### config.mk
export PLATFORM = sky130hd
export DESIGN_NAME = detour_sign_scheduler
export DESIGN_NICKNAME = d
export VERILOG_FILES = /design/src/rtl/detour_sign_scheduler_pkg.sv /design/src/rtl/detour_sign_scheduler_step_timer.sv /design/src/rtl/detour_sign_scheduler.sv
export SDC_FILE = /design/constraint.sdc
export NUM_CORES = 1
export LEC_CHECK = 0
export CORE_ASPECT_RATIO = 0.9
export CORE_MARGIN = 1.5
export CORE_UTILIZATION = 50
export CTS_CLUSTER_DIAMETER = 120
export DETAILED_ROUTE_END_ITERATION = 12
export GPL_ROUTABILITY_DRIVEN = 0
export PLACE_DENSITY = 0.69
export SYNTH_ARGS = -nofsm -noshare
export SYNTH_HDL_FRONTEND = slang
export SYNTH_SLANG_ARGS = --single-unit
### constraint.sdc
create_clock -name Clk -period 2.2 [get_ports Clk]
set_input_delay 0.33 -clock Clk [delete_from_list [all_inputs] [get_ports Clk]]
set_output_delay 0.33 -clock Clk [all_outputs]
set_load 0.005 [all_outputs]
### src/rtl/detour_sign_scheduler_pkg.sv
// Shared types and constants for the detour-sign scheduler.
// State encodings, direction codes and the round-robin pick.
package detour_sign_scheduler_pkg;

  typedef enum logic {
    S_IDLE = 1'b0,
    S_RUN  = 1'b1
  } state_t;

  localparam logic DIR_LEFT  = 1'b1;
  localparam logic DIR_RIGHT = 1'b0;

  localparam int         FRAMES_PER_SWEEP = 4;
  localparam logic [1:0] FRAME_LAST =
    2'(FRAMES_PER_SWEEP - 1);

  // A tie goes to the side that was not served last.
  function automatic logic pick_left(
    input logic pl,
    input logic pr,
    input logic last
  );
    return pl & (~pr | (last == DIR_RIGHT));
  endfunction

endpackage

### src/rtl/detour_sign_scheduler_step_timer.sv
// Frame prescaler for the detour-sign scheduler.
// Counts 0..STEP_CYCLES-1 while enabled; o_tc marks the last count.
module detour_sign_scheduler_step_timer #(
  parameter int STEP_CYCLES = 4,
  parameter int CNT_W       = 2
) (
  input  logic i_clk,
  input  logic i_rst_n,
  input  logic i_clr,
  input  logic i_en,
  output logic o_tc
);

  localparam logic [CNT_W-1:0] LP_TC =
    CNT_W'(STEP_CYCLES - 1);

  logic [CNT_W-1:0] r_cnt;

  always_ff @(posedge i_clk or negedge i_rst_n) begin
    if (!i_rst_n) begin
      r_cnt <= '0;
    end else if (i_clr) begin
      r_cnt <= '0;
    end else if (i_en) begin
      r_cnt <= (r_cnt == LP_TC) ? '0 : r_cnt + 1'b1;
    end
  end

  assign o_tc = (r_cnt == LP_TC);

endmodule

### src/rtl/detour_sign_scheduler.sv
// Detour-sign job scheduler: round-robin left/right arbitration,
// depth-1 request queues, and step pacing of the sign sequencer.
module detour_sign_scheduler
  import detour_sign_scheduler_pkg::*;
#(
  parameter int STEP_CYCLES = 25_000_000,
  parameter int SWEEPS      = 4,
  parameter int CNT_W       = 25,
  parameter int SW_W        = 3
) (
  input  logic            Clk,
  input  logic            reset_n,
  input  logic            req_left,
  input  logic            req_right,
  input  logic            cancel,
  output logic            sm_step,
  output logic            L_Rbar,
  output logic            busy,
  output logic            grant_left,
  output logic            grant_right,
  output logic            pend_left,
  output logic            pend_right,
  output logic [SW_W-1:0] sweep_cnt
);

  localparam logic [SW_W-1:0] LP_LAST =
    SW_W'(SWEEPS - 1);

  state_t          r_state;
  state_t          w_state_nxt;
  logic            r_pend_l;
  logic            r_pend_r;
  logic            r_last;
  logic            r_dir;
  logic            r_grant_l;
  logic            r_grant_r;
  logic            r_abort;
  logic [1:0]      r_frame;
  logic [SW_W-1:0] r_sweep;

  logic w_tc;
  logic w_run;
  logic w_step;
  logic w_wrap;
  logic w_start;
  logic w_pick_l;

  assign w_run = (r_state == S_RUN);

  detour_sign_scheduler_step_timer #(
    .STEP_CYCLES (STEP_CYCLES),
    .CNT_W       (CNT_W)
  ) u_timer (
    .i_clk   (Clk),
    .i_rst_n (reset_n),
    .i_clr   (w_start),
    .i_en    (w_run),
    .o_tc    (w_tc)
  );

  always_comb begin
    w_state_nxt = r_state;
    w_start     = 1'b0;
    w_pick_l    = pick_left(r_pend_l, r_pend_r, r_last);
    w_step      = w_run & w_tc;
    w_wrap      = w_step & (r_frame == FRAME_LAST);
    unique case (r_state)
      S_IDLE: begin
        if (r_pend_l || r_pend_r) begin
          w_state_nxt = S_RUN;
          w_start     = 1'b1;
        end
      end
      S_RUN: begin
        // Only a sweep boundary may end a job.
        if (w_wrap && (r_sweep == LP_LAST || r_abort)) begin
          w_state_nxt = S_IDLE;
        end
      end
    endcase
  end

  always_ff @(posedge Clk or negedge reset_n) begin
    if (!reset_n) begin
      r_state   <= S_IDLE;
      r_pend_l  <= 1'b0;
      r_pend_r  <= 1'b0;
      r_last    <= DIR_RIGHT;
      r_dir     <= 1'b0;
      r_grant_l <= 1'b0;
      r_grant_r <= 1'b0;
      r_abort   <= 1'b0;
      r_frame   <= '0;
      r_sweep   <= '0;
    end else begin
      r_state   <= w_state_nxt;
      r_grant_l <= w_start & w_pick_l;
      r_grant_r <= w_start & ~w_pick_l;
      if (req_left) begin
        r_pend_l <= 1'b1;
      end else if (w_start && w_pick_l) begin
        r_pend_l <= 1'b0;
      end
      if (req_right) begin
        r_pend_r <= 1'b1;
      end else if (w_start && !w_pick_l) begin
        r_pend_r <= 1'b0;
      end
      if (w_start) begin
        r_dir   <= w_pick_l ? DIR_LEFT : DIR_RIGHT;
        r_last  <= w_pick_l ? DIR_LEFT : DIR_RIGHT;
        r_abort <= 1'b0;
        r_frame <= '0;
        r_sweep <= '0;
      end else begin
        if (w_run && cancel) begin
          r_abort <= 1'b1;
        end
        if (w_step) begin
          r_frame <= r_frame + 1'b1;
        end
        if (w_wrap) begin
          r_sweep <= r_sweep + 1'b1;
        end
      end
    end
  end

  assign sm_step     = w_step;
  assign L_Rbar      = r_dir;
  assign busy        = w_run;
  assign grant_left  = r_grant_l;
  assign grant_right = r_grant_r;
  assign pend_left   = r_pend_l;
  assign pend_right  = r_pend_r;
  assign sweep_cnt   = r_sweep;

endmodule

==> impl_metrics.json <==
{
  "powerDensity_mw_per_mm2": 575,
  "synth_fp_nets": 228,
  "multi_input_area_um2": 992,
  "cp-start-kind": "flop",
  "area_delta_synth_final_pct": 23.3,
  "start_util_pct": 53.0,
  "worstHoldPathType": "input pin to asynchronous set/reset pin",
  "largest_register": "u_timer.r_cnt",
  "post-dp-hpwl_mm": 3.32,
  "htree_levels": 2,
  "seqPwrFrac_pct": 48.1,
  "reg2reg_depth": 8,
  "hold_viol_final": 0,
  "synthMuxAreaShare_pct": 4.02,
  "crit_fanout": 2,
  "die_x_um": 69.5,
  "yosys_warnings": 0,
  "num_vias": 1826,
  "dieArea_mm2": 0.00437,
  "met3_usage_pct": 6.77,
  "grt_use_met1_pct": 34.6,
  "ys_seq_area_share_pct": 46.5,
  "num_rows": 21,
  "syn_avg_cell_area_um2": 9.09,
  "status": "finished, final reports clean",
  "die_height_um": 62.9,
  "sw_frac_of_total_pct": 19.4,
  "r2r_start": "u_timer.r_cnt[6]",
  "worstPathRequired_ps": 1870,
  "power.internal_uw": 1140,
  "ff_latch_area_um2": 926,
  "largest_register_ffs": 25,
  "synth_xor_area_share_pct": 0,
  "grt_pass1_wl_mm": 8.60,
  "relSlewSlack_pct": 66.3,
  "reg2reg_to": "u_timer.r_cnt[7]",
  "cts_root_buf": "clkbuf_8",
  "ant_nets": 0,
  "track_usage_pct": 25.0,
  "via_per_inst": 6.15,
  "ir_worst_vdd_v": 0.000399,
  "synth_cell_types": 37,
  "coreArea_mm2": 0.00376,
  "grt_max_degree": 38,
  "synth_seq_cells": 37,
  "numClockSinks": 37,
  "power_uw": 1410,
  "synth_fa_ha_area_share_pct": 2.51,
  "n_antenna_cell": 0,
  "final_layout_size_suffix_gt1_share_pct": 14.3,
  "reg2reg_slack_ps": 110,
  "synth_area_mm2": 0.00199,
  "grt_pass1_vias": 1806,
  "drtIter0Drc": 161,
  "cts_tree": "built",
  "grt_busiest_layer": "met2",
  "p_switching_uw": 275,
  "finalSetupViolCount": 0,
  "clock.fmax_mhz": 462,
  "arrival_ps": 1830,
  "finalCritPeriodShare_pct": 98.4,
  "slew_viol_final": 0,
  "drc": 0,
  "yosys.area_share.simple_pct": 25.0,
  "clkSlewWorstSetupHoldPaths_ps": 80,
  "synth_top_family_by_area": "simple AND/OR/NAND/NOR gates",
  "first_pass_iters": 4,
  "drv_cap": 0,
  "grt_antenna_before_repair": 0,
  "clkPwrFrac_pct": 50.4,
  "endpoint_kind": "output pin",
  "io_pins": 15,
  "combPwrFrac_pct": 1.5,
  "finClkSkew_ps": 5.43,
  "layout.nets": 259,
  "cts_buffer_depth": 2,
  "worst_slew_pin_slew_ps": 503,
  "overflow": 0,
  "critPathKind": "flop to output pin",
  "wl_mm": 4.81,
  "fin_crit_ps": 2160,
  "insertion_delay_ps": 300,
  "setup-tns-final_ps": 0,
  "fillers": 298,
  "synthCells": 219,
  "leakage_uw": 0.00117,
  "numCtsBuffers": 5,
  "use_met2_pct": 37.9,
  "grt_setup_unrepaired": "true",
  "port_buffers": 14,
  "wl_per_cell_um": 16.2,
  "synth_compound_gate_area_share_pct": 18.0
}
[power by group through the flow]
stage | combinational [uW] | clock (uW) | sequential [uW]
finish | 21.3 | 711 | 679
global placement | 22.1 | 0 | 693
global route | 24.8 | 751 | 679
CTS | 22.7 | 711 | 679
detailed placement | 22.6 | 0 | 693
floorplan | 0.586 | 0 | 693
[how the worst max path moves through the flow]
stage	start	end	slack, ps	cells past startpoint
after floorplan	u_timer.r_cnt[17]	sweep_cnt[0]	200	6
after global placement	u_timer.r_cnt[17]	sm_step	-150	5
after detailed placement	u_timer.r_cnt[17]	sm_step	-170	5
after CTS	u_timer.r_cnt[6]	sm_step	20	5
after global routing	u_timer.r_cnt[6]	sm_step	-50	5
final	u_timer.r_cnt[6]	sm_step	40	5
[cell usage after synthesis]
cell type	count	area share (%)
and3_1	8	2.5
nand3_1	18	4.5
buf_2	4	1.0
clkbuf_1	6	1.1
o31ai_1	1	0.38
o22a_1	1	0.44
inv_1	8	1.5
nand2b_1	3	0.94
o211ai_1	4	1.5
a32oi_1	2	0.88
a21oi_1	16	4.0
and2_1	2	0.63
buf_1	1	0.19
or4_4	1	0.57
nor3_1	3	0.75
nand4_1	6	1.9
nand3b_1	1	0.38
a31oi_1	11	3.5
nor3b_1	1	0.38
o21ai_0	10	2.5
nand2_1	35	6.6
mux2i_1	8	4.0
o21bai_1	2	0.75
dfrtp_1	37	47
o41ai_1	1	0.44
nor4_4	1	1.1
nor4_1	1	0.31
and4_1	6	2.6
or2_2	1	0.31
a22o_1	1	0.44
nor2_1	6	1.1
ha_1	4	2.5
a21o_1	2	0.75
a41oi_1	4	1.8
clkinv_1	1	0.19
or3_1	1	0.31
a31oi_2	1	0.63
[layer usage]
metal | share of wire, % | up-vias
met2 | 46 | 45
met4 | 1.5 | 0
li1 | - | 869
met3 | 4.4 | 10
met5 | 0 | -
met1 | 48 | 902
[stage by stage]
| step | instances | hold slack, ps | setup slack (ps) | area (um^2) | util [%] |
|---|---|---|---|---|---|
| 2_1_floorplan | 219 | 34.4 | 205 | 1990 | - |
| 3_3_place_gp | 288 | 474 | -149 | 2300 | 61.3 |
| 3_5_place_dp | 288 | 488 | -172 | 2300 | 61.3 |
| 4_1_cts | 297 | 489 | 16.3 | 2450 | 65.2 |
| 5_1_grt | 297 | 489 | -51.0 | 2450 | 65.3 |
| 6_report | 297 | 449 | 35.4 | 2450 | 65.3 |
[timing repair]
item / in CTS / in global routing
pin swaps: 3 / 0
hold buffers: 0 / 0
gates resized for setup: 6 / 1
buffers inserted: 1 / 0
endpoints found under the setup margin: 1 / 1
cloned: 0 / 0
[critical path, stage by stage, from the launching register on]
cell     delay (ps)
dfrtp_1         380
or4_4           540
nor4_4          160
and2_4          190
and3_4          190
buf_6            90
[logic make-up (layout without fill, tap and decap cells)]
kind of cell / after synthesis / in the layout
buffers and inverters: 20 / 52
DFF: 37 / 37
adders and majority gates: 4 / 4
muxes: 8 / 8
and+or+nand+nor: 94 / 94
AOI/OAI and AO/OA: 56 / 56
[placed cells by master (no fill, tap or decap), types with 7 or more instances in the layout]
cell type,count
o21ai_0,10
inv_1,8
nand2_1,35
a21oi_1,16
buf_4,20
dfrtp_1,37
a31oi_1,11
mux2i_1,8
nand3_1,18
clkdlybuf4s50_1,13
and3_1,7
[layout make-up]
cell class | count | area share [%]
Sequential cell | 37 | 37.7
Multi-Input combinational cell | 162 | 40.4
Tap cell | 46 | 2.34
Inverter | 9 | 1.38
Clock inverter | 3 | 2.65
Timing Repair Buffer | 35 | 12.7
Clock buffer | 5 | 2.80
(Power assumes the default switching activity.)
